$ cat src/rtl/mem_port_arbiter_if.sv
// mem_port_arbiter_if: fetch, load/store and memory-side signals
// of the shared memory port, with requester and arbiter views.
interface mem_port_arbiter_if #(
  parameter int ADDR_W = 32,
  parameter int DATA_W = 32
);
  logic              i_req;
  logic [ADDR_W-1:0] i_addr;
  logic              i_kill;
  logic              i_gnt;
  logic              i_rvalid;
  logic [DATA_W-1:0] i_rdata;
  logic              d_req;
  logic              d_we;
  logic [ADDR_W-1:0] d_addr;
  logic [DATA_W-1:0] d_wdata;
  logic [3:0]        d_wstrb;
  logic              d_gnt;
  logic              d_rvalid;
  logic [DATA_W-1:0] d_rdata;
  logic              m_en;
  logic [3:0]        m_we;
  logic [ADDR_W-3:0] m_addr;
  logic [DATA_W-1:0] m_wdata;
  logic [DATA_W-1:0] m_rdata;

  modport master (
    output i_req, i_addr, i_kill,
    output d_req, d_we, d_addr, d_wdata, d_wstrb,
    output m_rdata,
    input  i_gnt, i_rvalid, i_rdata,
    input  d_gnt, d_rvalid, d_rdata,
    input  m_en, m_we, m_addr, m_wdata
  );

  modport slave (
    input  i_req, i_addr, i_kill,
    input  d_req, d_we, d_addr, d_wdata, d_wstrb,
    input  m_rdata,
    output i_gnt, i_rvalid, i_rdata,
    output d_gnt, d_rvalid, d_rdata,
    output m_en, m_we, m_addr, m_wdata
  );
endinterface

$ cat src/rtl/mem_port_arbiter.sv
// mem_port_arbiter: shares one memory port between fetch and load/store.
// Define MEM_ARB_STARVE_GUARD_EN to build the fetch starvation guard.
module mem_port_arbiter #(
  parameter int ADDR_W       = 32,
  parameter int DATA_W       = 32,
  parameter int MEM_LATENCY  = 1,
  parameter int STARVE_LIMIT = 4
) (
  input  logic              clk,
  input  logic              rst,
  mem_port_arbiter_if.slave bus
);
  localparam logic SRC_FETCH = 1'b0;
  localparam logic SRC_DATA  = 1'b1;
  localparam int   L         = MEM_LATENCY;

  typedef enum logic {DATA_PRI, FETCH_PRI} pri_e;

  pri_e         state_q, state_d;
  logic         i_gnt, d_gnt, fetch_ok;
  logic [L-1:0] tv_q, tv_d;
  logic [L-1:0] ts_q, ts_d;
  logic [L-1:0] live;
  logic         unused_lo;

  assign unused_lo = ^{bus.i_addr[1:0], bus.d_addr[1:0]};

  always_ff @(posedge clk or posedge rst) begin
    if (rst) state_q <= DATA_PRI;
    else     state_q <= state_d;
  end

`ifdef MEM_ARB_STARVE_GUARD_EN
  logic [2:0] cnt_q, cnt_d;
  logic       starve;

  assign starve = bus.i_req & ~i_gnt & ~bus.i_kill;

  always_ff @(posedge clk or posedge rst) begin
    if (rst) cnt_q <= '0;
    else     cnt_q <= cnt_d;
  end

  always_comb begin
    cnt_d = cnt_q;
    if (!bus.i_req || i_gnt) cnt_d = '0;
    else if (starve)         cnt_d = cnt_q + 3'd1;
  end

  always_comb begin
    state_d = state_q;
    if (i_gnt)
      state_d = DATA_PRI;
    else if (starve && cnt_d == 3'(STARVE_LIMIT))
      state_d = FETCH_PRI;
  end
`else
  logic unused_cfg;

  assign unused_cfg = |STARVE_LIMIT;

  always_comb state_d = DATA_PRI;
`endif

  // a redirect blocks new fetches in the same cycle
  assign fetch_ok = bus.i_req & ~bus.i_kill;

  always_comb begin
    i_gnt = 1'b0;
    d_gnt = 1'b0;
    unique case (state_q)
      FETCH_PRI: begin
        i_gnt = fetch_ok;
        d_gnt = bus.d_req & ~fetch_ok;
      end
      default: begin
        d_gnt = bus.d_req;
        i_gnt = fetch_ok & ~bus.d_req;
      end
    endcase
    if (rst) begin
      i_gnt = 1'b0;
      d_gnt = 1'b0;
    end
  end

  assign live = tv_q & ~({L{bus.i_kill}} & ~ts_q);

  always_comb begin
    tv_d    = '0;
    ts_d    = '0;
    tv_d[0] = i_gnt | (d_gnt & ~bus.d_we);
    ts_d[0] = d_gnt ? SRC_DATA : SRC_FETCH;
    for (int k = 1; k < L; k++) begin
      tv_d[k] = live[k-1];
      ts_d[k] = ts_q[k-1];
    end
  end

  always_ff @(posedge clk or posedge rst) begin
    if (rst) begin
      tv_q <= '0;
      ts_q <= '0;
    end else begin
      tv_q <= tv_d;
      ts_q <= ts_d;
    end
  end

  assign bus.i_gnt    = i_gnt;
  assign bus.d_gnt    = d_gnt;
  assign bus.i_rvalid = live[L-1] & ~ts_q[L-1] & ~rst;
  assign bus.d_rvalid = live[L-1] & ts_q[L-1] & ~rst;
  assign bus.i_rdata  = bus.m_rdata;
  assign bus.d_rdata  = bus.m_rdata;

  assign bus.m_en    = i_gnt | d_gnt;
  assign bus.m_addr  = i_gnt ? bus.i_addr[ADDR_W-1:2]
                             : bus.d_addr[ADDR_W-1:2];
  assign bus.m_we    = (d_gnt & bus.d_we) ? bus.d_wstrb : 4'b0;
  assign bus.m_wdata = bus.d_wdata;
endmodule
$ cat src/flat_wrapper.sv
// flat-port wrapper written by rule: the top's interface ports become plain ports
module mem_port_arbiter_flat 
#(
  parameter int ADDR_W       = 32,
  parameter int DATA_W       = 32,
  parameter int MEM_LATENCY  = 1,
  parameter int STARVE_LIMIT = 4
)
  (clk, rst, bus_i_req, bus_i_addr, bus_i_kill, bus_d_req, bus_d_we, bus_d_addr, bus_d_wdata, bus_d_wstrb, bus_m_rdata, bus_i_gnt, bus_i_rvalid, bus_i_rdata, bus_d_gnt, bus_d_rvalid, bus_d_rdata, bus_m_en, bus_m_we, bus_m_addr, bus_m_wdata);
  mem_port_arbiter_if #(.ADDR_W(ADDR_W), .DATA_W(DATA_W)) bus_i ();
  input  logic clk;
  input  logic rst;
  input wire logic [$bits(bus_i.i_req)-1:0] bus_i_req;
  input wire logic [$bits(bus_i.i_addr)-1:0] bus_i_addr;
  input wire logic [$bits(bus_i.i_kill)-1:0] bus_i_kill;
  input wire logic [$bits(bus_i.d_req)-1:0] bus_d_req;
  input wire logic [$bits(bus_i.d_we)-1:0] bus_d_we;
  input wire logic [$bits(bus_i.d_addr)-1:0] bus_d_addr;
  input wire logic [$bits(bus_i.d_wdata)-1:0] bus_d_wdata;
  input wire logic [$bits(bus_i.d_wstrb)-1:0] bus_d_wstrb;
  input wire logic [$bits(bus_i.m_rdata)-1:0] bus_m_rdata;
  output wire logic [$bits(bus_i.i_gnt)-1:0] bus_i_gnt;
  output wire logic [$bits(bus_i.i_rvalid)-1:0] bus_i_rvalid;
  output wire logic [$bits(bus_i.i_rdata)-1:0] bus_i_rdata;
  output wire logic [$bits(bus_i.d_gnt)-1:0] bus_d_gnt;
  output wire logic [$bits(bus_i.d_rvalid)-1:0] bus_d_rvalid;
  output wire logic [$bits(bus_i.d_rdata)-1:0] bus_d_rdata;
  output wire logic [$bits(bus_i.m_en)-1:0] bus_m_en;
  output wire logic [$bits(bus_i.m_we)-1:0] bus_m_we;
  output wire logic [$bits(bus_i.m_addr)-1:0] bus_m_addr;
  output wire logic [$bits(bus_i.m_wdata)-1:0] bus_m_wdata;
  assign bus_i.i_req = bus_i_req;
  assign bus_i.i_addr = bus_i_addr;
  assign bus_i.i_kill = bus_i_kill;
  assign bus_i.d_req = bus_d_req;
  assign bus_i.d_we = bus_d_we;
  assign bus_i.d_addr = bus_d_addr;
  assign bus_i.d_wdata = bus_d_wdata;
  assign bus_i.d_wstrb = bus_d_wstrb;
  assign bus_i.m_rdata = bus_m_rdata;
  assign bus_i_gnt = bus_i.i_gnt;
  assign bus_i_rvalid = bus_i.i_rvalid;
  assign bus_i_rdata = bus_i.i_rdata;
  assign bus_d_gnt = bus_i.d_gnt;
  assign bus_d_rvalid = bus_i.d_rvalid;
  assign bus_d_rdata = bus_i.d_rdata;
  assign bus_m_en = bus_i.m_en;
  assign bus_m_we = bus_i.m_we;
  assign bus_m_addr = bus_i.m_addr;
  assign bus_m_wdata = bus_i.m_wdata;
  mem_port_arbiter #(.ADDR_W(ADDR_W), .DATA_W(DATA_W), .MEM_LATENCY(MEM_LATENCY), .STARVE_LIMIT(STARVE_LIMIT)) u_core (.clk(clk), .rst(rst), .bus(bus_i));
endmodule
$ cat config.mk
export PLATFORM = sky130hd
export DESIGN_NAME = mem_port_arbiter_flat
export DESIGN_NICKNAME = d
export VERILOG_FILES = /design/src/rtl/mem_port_arbiter_if.sv /design/src/rtl/mem_port_arbiter.sv /design/src/flat_wrapper.sv
export SDC_FILE = /design/constraint.sdc
export NUM_CORES = 1
export LEC_CHECK = 0
export ABC_AREA = 1
export CAP_MARGIN = 25
export CORE_AREA = 2 2 106 108
export DETAILED_ROUTE_END_ITERATION = 10
export DIE_AREA = 0 0 108 110
export GPL_ROUTABILITY_DRIVEN = 0
export HOLD_SLACK_MARGIN = 0.08
export PLACE_DENSITY_LB_ADDON = 0.05
export REMOVE_ABC_BUFFERS = 1
export SLEW_MARGIN = 10
export SYNTH_ARGS = -nofsm -noshare
export SYNTH_HDL_FRONTEND = slang
export SYNTH_SLANG_ARGS = --single-unit
$ cat constraint.sdc
create_clock -name clk -period 2.6 [get_ports clk]
set_clock_uncertainty 0.2 [all_clocks]
set_input_delay 0.78 -clock clk [delete_from_list [all_inputs] [get_ports clk]]
set_output_delay 0.78 -clock clk [all_outputs]
set_load 0.01 [all_outputs]
==> results of run 1 <==
worst min path at each step:
stage / end / slack (ps) / startpoint / cells past startpoint
floorplan: u_core.ts_q$_DFF_PP0_ / 340 / rst / 1
global placement: u_core.tv_q$_DFF_PP0_ / 960 / rst / 3
detailed placement: u_core.tv_q$_DFF_PP0_ / 960 / rst / 3
CTS: u_core.tv_q$_DFF_PP0_ / 330 / rst / 3
global route: u_core.tv_q$_DFF_PP0_ / 350 / rst / 3
finish: u_core.tv_q$_DFF_PP0_ / 340 / rst / 3
power breakdown:
group          switching (W)  internal (W)
registers        0.000000854     0.0000331
logic               0.000140      0.000227
clock network      0.0000215     0.0000976
cells by family after synthesis:
kind of cell,Yosys count,share of synthesized area [%]
buffers and inverters,114,62.29
AND/OR/NAND/NOR,103,33.52
flip-flops,2,3.810
AO/OA/AOI/OAI,1,0.3806
critical path: cells and delay by family:
family,cells,cell delay (ps)
simple gates,4,310
buf+inv,4,620
layer usage:
metal | vias up | GRT usage (%) | routed length, µm
met3 | 16 | 27.51 | 3821
li1 | 665 | - | -
met4 | 4 | 5.128 | 356
met2 | 230 | 37.33 | 6326
met5 | - | 9.821 | 158
met1 | 698 | 15.43 | 3186
final cells by class:
class                           count  area (µm²)
Multi-Input combinational cell    104       696.9
Tap cell                          140       175.2
Sequential cell                     2       50.05
Inverter                            9       41.29
Clock buffer                        3       41.29
Timing Repair Buffer              142        1525
Fill cell                        1225        8168
through the flow:
step / cells / setup TNS (ps) / setup WS (ps) / total power, W
finish: 400 / -1195 / -97.23 / 0.0005201
CTS: 402 / -4211 / -161.2 / 0.0005130
global route: 400 / -2725 / -151.8 / 0.0005547
global placement: 373 / -30100 / -849.8 / 0.0003191
floorplan: 115 / -15450 / -485.3 / 0.0001029
detailed placement: 373 / -29650 / -841.7 / 0.0003152
placed cells by master, fill, tap and decap left out, drive strengths merged:
master,n
bufbuf,1
nor2,7
nand3,30
buf,74
dfrtp,2
inv,8
clkbuf,3
nor3b,1
dlygate4sd2,2
o21ai,1
clkdlybuf4s50,64
dlymetal6s2s,1
nand2,65
clkinv,1
registers in the layout, summed over array words and instances (netlist names):
| register | flops |
|---|---|
| u_core.ts_q | 1 |
| u_core.tv_q | 1 |
repair_timing:
action                                  CTS  global route
setup buffers                            20             5
gates cloned                              7             0
resized for setup                       261            42
pin swaps                                19            10
endpoints found under the setup margin   39            36
==> results.sh, run 1 <==
export IMPL_grt_pass1_vias=1660
export IMPL_portBuffers=108
export IMPL_drv_cap=0
export IMPL_drt_iter0_markers=75
export IMPL_placedInstanceArea_um2=1898
export IMPL_yosysWarnings=0
export IMPL_overflow=0
export IMPL_cts_hold_buf=0
export IMPL_cts_clk_slew_worst_paths_ps=30
export IMPL_fin_nets=400
export IMPL_grt_pass1_wl_um=16970
export IMPL_synth_most_common_cell="buf_4"
export IMPL_numCtsBuffers=3
export IMPL_layout_drive_gt1_share_pct=55.00
export IMPL_dr_pass1_iters=4
export IMPL_syn_to_final_growth_pct=92.57
export IMPL_failed_checks="setup timing"
export IMPL_rsz0062_at_grt="true"
export IMPL_synth_area_leader_cell="buf_4"
export IMPL_final_area_um2=2530
export IMPL_chipHeight_um=110
export IMPL_ys_types=14
export IMPL_max_slew_margin_pct=89.95
export IMPL_netlist_area_um2=1314
export IMPL_cts_max_level=1
export IMPL_cp_cell_sequence="buf_8 -> nor2_4 -> buf_6 -> nand2_8 -> bufbuf_16 -> nand2_1 -> nand2_1 -> buf_6"
export IMPL_clock_sinks=2
export IMPL_viasPerCell=4.033
export IMPL_startpoint="rst"
export IMPL_end_kind="output pin"
export IMPL_setup_violations=27
export IMPL_tritoncts="yes"
export IMPL_ys_flop_type="dfrtp_1"
export IMPL_seq_area_frac_synth_pct=3.810
export IMPL_run_status="complete, but fails checks"
export IMPL_track_usage_pct=22.46
export IMPL_synth_edff_count=0
export IMPL_synthCells=220
export IMPL_tightest_slew_ps=150.3
export IMPL_cp_arrival_ps=1720
export IMPL_dpl_hpwl_um=11860
export IMPL_worstSetupPathType="in2out"
export IMPL_synthTopCellsByArea="buf_4 (55%), nand2_1 (18%), nand3_1 (11%), dfrtp_1 (3.8%), buf_6 (2.6%)"
export IMPL_pwr_density_cell_nw_per_um2=205.6
export IMPL_diodes=0
export IMPL_syn_area_per_cell_um2=5.972
export IMPL_cts_buffer_depth=2
export IMPL_hold_violations=0
export IMPL_cp_required_ps=1620
export IMPL_post_drt_wl_per_cell_um=34.62
export IMPL_endpoint="bus_m_addr[1]"
export IMPL_utilization_pct=23.65
export IMPL_core_area_um2=10700
export IMPL_synth_common_cells="buf_4 (96), nand2_1 (64), nand3_1 (30)"
export IMPL_antenna_found_initial=0
export IMPL_finalCritPeriodShare_pct=103.7
export IMPL_io_pins=273
export IMPL_max_stage_delay_ps=270
export IMPL_crit_fanout=6
export IMPL_async_reset_ff_share_pct=100.0
export IMPL_critPathLaunchType="primary input"
export IMPL_leakage_nw=1.151
export IMPL_min_path_type="in2async"
export IMPL_cp_slowest_cell="bufbuf_16"
export IMPL_grt_max_degree=9
export IMPL_postRouteAntennaNets=0
export IMPL_die_x_um=108
export IMPL_slew_viol_final=0
export IMPL_drc=0
export IMPL_synth_top_area_share_pct=54.86
export IMPL_cts_root_buffer="clkbuf_8"
export IMPL_row_count=38
export IMPL_drt_total_wl_um=13850
export IMPL_die_area_um2=11880
export IMPL_finalCriticalPeriod_ps=2697
export IMPL_setup_slack_ps=-97.23
export IMPL_vias=1613
export IMPL_maxClockFrequency_ghz=0.3708
export IMPL_ys_ff_latch=2
export IMPL_ir_worst_vdd_mv=0.4144
export IMPL_whs_ps=335.2
export IMPL_start_util_pct=12.28
Power figures use the tool's default switching activity.
==> run 2, diff against run 1 <==
--- a/config.mk
+++ b/config.mk
@@ -12,6 +12,7 @@
 export DIE_AREA = 0 0 108 110
 export GPL_ROUTABILITY_DRIVEN = 0
 export HOLD_SLACK_MARGIN = 0.08
+export MAX_ROUTING_LAYER = met4
 export PLACE_DENSITY_LB_ADDON = 0.05
 export REMOVE_ABC_BUFFERS = 1
 export SLEW_MARGIN = 10
==> results.sh, run 2 (synthesis gave the netlist of run 1 again) <==
export IMPL_run_status="complete, but fails checks"
export IMPL_failed_checks="setup timing"
export IMPL_whs_ps=335.2
export IMPL_vias=1599
export IMPL_grt_pass1_vias=1659
export IMPL_setup_slack_ps=-101.0
export IMPL_largestRegisters="u_core.ts_q: 1 flops, u_core.tv_q: 1 flops"
export IMPL_cp_arrival_ps=1720
export IMPL_leakage_nw=1.154
export IMPL_pwr_density_cell_nw_per_um2=205.8
export IMPL_hold_violations=0
export IMPL_crit_fanout=6
export IMPL_diodes=0
export IMPL_tightest_slew_ps=142.8
export IMPL_setup_violations=25
export IMPL_viasPerCell=3.998
export IMPL_max_slew_margin_pct=90.45
export IMPL_die_x_um=108
export IMPL_dpl_hpwl_um=11860
export IMPL_layout_common_cells="clkdlybuf4s50_1 (64), nand2_2 (33), buf_6 (28)"
export IMPL_post_drt_wl_per_cell_um=34.73
export IMPL_syn_to_final_growth_pct=93.62
export IMPL_dr_pass1_iters=4
export IMPL_cp_top_family="buffers and inverters"
export IMPL_maxClockFrequency_ghz=0.3702
export IMPL_clock_sinks=2
export IMPL_min_path_type="in2async"
export IMPL_rsz0062_at_grt="true"
export IMPL_portBuffers=108
export IMPL_slew_viol_final=0
export IMPL_drv_cap=0
export IMPL_critPathLaunchType="primary input"
export IMPL_track_usage_pct=23.13
export IMPL_tritoncts="yes"
export IMPL_antenna_found_initial=0
export IMPL_end_kind="output pin"
export IMPL_cts_root_buffer="clkbuf_8"
export IMPL_drt_iter0_markers=84
export IMPL_row_count=38
export IMPL_layout_commonest_cell="clkdlybuf4s50_1"
export IMPL_cts_clk_slew_worst_paths_ps=30
export IMPL_drt_total_wl_um=13890
export IMPL_core_area_um2=10700
export IMPL_finalCriticalPeriod_ps=2701
export IMPL_overflow=0
export IMPL_fillers=1225
export IMPL_postRouteAntennaNets=0
export IMPL_total_power_w=0.0005236
export IMPL_die_area_um2=11880
export IMPL_cp_cell_sequence="buf_8 -> nor2_4 -> buf_6 -> nand2_8 -> bufbuf_16 -> nand2_1 -> nand2_1 -> buf_6"
export IMPL_io_pins=273
export IMPL_worstSetupPathType="in2out"
export IMPL_ir_worst_vdd_mv=0.4169
export IMPL_drc=0
export IMPL_grt_max_degree=9
export IMPL_cp_num_buf_inv=4
export IMPL_seq_area_um2=50.05
export IMPL_max_stage_delay_ps=270
export IMPL_numCtsBuffers=3
export IMPL_cp_slowest_cell="bufbuf_16"
export IMPL_chipHeight_um=110
export IMPL_cp_required_ps=1620
export IMPL_cts_max_level=1
export IMPL_finalCritPeriodShare_pct=103.9
export IMPL_cts_buffer_depth=2
export IMPL_grt_pass1_wl_um=16940
export IMPL_fin_nets=400
export IMPL_layout_drive_gt1_share_pct=55.38
export IMPL_cts_hold_buf=0
export IMPL_multi_input_area_um2=704.4
export IMPL_start_util_pct=12.28
==> run 2: cell counts in the layout (fill, tap and decap cells not counted) <==
Identical to the previous run, type by type.
==> run 2: metal layers <==
metal | GRT usage (%) | share of wire (%) | vias to the layer above
met1 | 16.28 | 24 | 680
met2 | 38.50 | 47 | 243
li1 | - | - | 666
met5 | - | 0 | -
met4 | 2.289 | 0.96 | 0
met3 | 27.81 | 28 | 10
==> run 2: final timing paths <==
kind / cells after the start / end / start / slack, ps
worst max-delay path: 8 / bus_m_addr[1] / rst / -100
worst min-delay path: 3 / u_core.tv_q$_DFF_PP0_ / rst / 340
max in group asynchronous: 3 / u_core.ts_q$_DFF_PP0_ / rst / 1770
min in group clk: 2 / u_core.tv_q$_DFF_PP0_ / bus_d_we / 620
==> run 2: timing repair <==
item | CTS | global route
endpoints found under the setup margin | 39 | 36
cloned | 7 | 0
resized for setup | 261 | 45
buffers inserted | 20 | 5
pin swaps | 19 | 10
endpoints found under the hold margin | 0 | 0
==> run 2: where the power goes <==
group	total (W)	internal [W]	switching (W)	leakage (nW)
Clock	0.000120	0.0000977	0.0000220	0.0216
Sequential	0.0000340	0.0000331	0.000000859	0.0261
Combinational	0.000370	0.000229	0.000141	1.11
Total	0.000524	0.000359	0.000164	1.15
==> run 2: layout make-up <==
| class | count | area share (%) |
|---|---|---|
| clock buffer | 3 | 1.623 |
| inverter | 9 | 1.623 |
| multi-input combinational | 104 | 27.69 |
| sequential | 2 | 1.968 |
| tap | 140 | 6.886 |
| timing repair buffer | 142 | 60.21 |
==> run 2: tightest hold or removal path: cells and delay by family <==
family / cells / cell delay (ps)
buffers and inverters: 3 / 280
==> run 2: through the flow <==
step                cells  util, %  setup TNS (ps)  worst slack (ps)  cell area [µm²]
global placement      373    17.74          -30100            -849.8             1898
global route          400    23.78           -2729            -152.7             2544
finish                400    23.78           -1217            -101.0             2544
floorplan             115        -          -15450            -485.3            529.3
detailed placement    373    17.74          -29650            -841.7             1898
CTS                   402    22.88           -4211            -161.2             2447
==> run 3, diff against run 2 <==
--- a/config.mk
+++ b/config.mk
@@ -8,6 +8,7 @@
 export ABC_AREA = 1
 export CAP_MARGIN = 25
 export CORE_AREA = 2 2 106 108
+export CTS_CLUSTER_SIZE = 14
 export DETAILED_ROUTE_END_ITERATION = 10
 export DIE_AREA = 0 0 108 110
 export GPL_ROUTABILITY_DRIVEN = 0
==> results of run 3 <==
The final DEF is identical to that of run 2; final timing and power are the same.
==> RTL edit, RTL diff (settings of run 1) <==
`MEM_LATENCY` is set to 1 in 2 places; all go to 2.
--- a/src/rtl/mem_port_arbiter.sv
+++ b/src/rtl/mem_port_arbiter.sv
@@ -4,5 +4,5 @@
   parameter int ADDR_W       = 32,
   parameter int DATA_W       = 32,
-  parameter int MEM_LATENCY  = 1,
+  parameter int MEM_LATENCY  = 2,
   parameter int STARVE_LIMIT = 4
 ) (
--- a/src/flat_wrapper.sv
+++ b/src/flat_wrapper.sv
@@ -4,5 +4,5 @@
   parameter int ADDR_W       = 32,
   parameter int DATA_W       = 32,
-  parameter int MEM_LATENCY  = 1,
+  parameter int MEM_LATENCY  = 2,
   parameter int STARVE_LIMIT = 4
 )
Behaviour: not the same (a bounded check fails within 4 cycles, from zero or initial values and one cycle with rst high).
==> RTL edit against run 1 <==
  * The flow still finishes with violations (negative setup slack)
  * Largest cell class unchanged
  * Critical endpoint is now bus_m_addr[20]
  * Power hardly changed
  * Critical path type unchanged
  * Worst setup slack better by 0.037 ns
  * Final area is 7.3% lower
  * Synthesized cell count is 1.8% higher
  * Synthesized area is 4.7% higher
  * Global-route usage is 1.3 points lower
  * Sequential cell count is 2 higher
  * Sequential share of layout area is 2.3 points higher
  * Routed wire length is 4.2% lower
  * Maximum frequency is 1.4% higher
  * Via count is 4.7% lower
==> RTL edit: results (changes against run 1) <==
Sw frac: 0.299 (-0.0129)
Sequential Power Share: 0.129 (+0.064)
Tot GR Track Use: 0.212 (-0.0128)
Worst min path class: reg -> reg
Dpl ws: -0.861 ns (-0.0196 ns)
Placed instance area: 0.00196 sq mm (+3.5%)
Placed cells: 376 (+0.80%)
Power Clock: 126 uW (+6%)
Run status: finished with violations
Post-synthesis compound-gate area fraction: 0.00910 (+0.00529)
Metal3 WL: 3.92 mm (+2.5%)
Top cells by area, synth: buf_4 52%, nand2_1 17%, nand3_1 11%
NumNets Final: 387 (-3.3%)
M1 GR Usage: 0.137 (-0.0171)
Crit-path slowest cell: nor2_4
# setup viols final: 30 (+11%)
Failing checks: negative setup slack
Top Registers: u_core.ts_q x2, u_core.tv_q x2
Met2 wire len: 6.30 mm (-0.46%)
Setup WS post-layout: -0.0603 ns (+0.0369 ns)
Largest net degree at the start of global routing: 22 (+13)
Worst path max stage delay: 0.23 ns (-0.04 ns)
Filler Cells Inserted: 1224 (-0.082%)
CP Capture Point: bus_m_addr[20]
GR met2 Demand/Resource: 0.365 (-0.00809)
Sequential share of the synthesized area: 0.0728 (+0.0347)
Wire length on met1: 2.84 mm (-11%)
Met3 Use GR: 0.279 (+0.00353)
[RTL edit: changes by cell type in the layout (fill, tap and decap cells not counted), moves of 5 or more]
cell	before	now
nand3_2	20	0
nand2_1	27	17
nand3_1	9	30
buf_4	10	4
nand2_4	4	16
buf_6	27	22
[RTL edit: layout make-up]
| class | instances | share of cell area |
|---|---|---|
| clock buffers | 3 | 0.0176 |
| inverters | 10 | 0.0181 |
| multi-input cells | 105 | 0.289 |
| flip-flops and latches | 4 | 0.0427 |
| well taps | 140 | 0.0747 |
| repair buffers | 125 | 0.558 |
[RTL edit: stage by stage]
stage / hold WS (ns) / power, uW
after floorplan: 0.154 / 137
after global placement: 0.162 / 353
after detailed placement: 0.161 / 351
after CTS: 0.164 / 497
after global routing: 0.173 / 557
final: 0.163 / 520
[RTL edit: timing repair]
action	in CTS	in global routing
gates resized for setup	222	49
endpoints found under the setup margin	39	35
hold endpoints to repair	0	0
pin swaps	6	8
buffers inserted	4	0
cloned	4	0
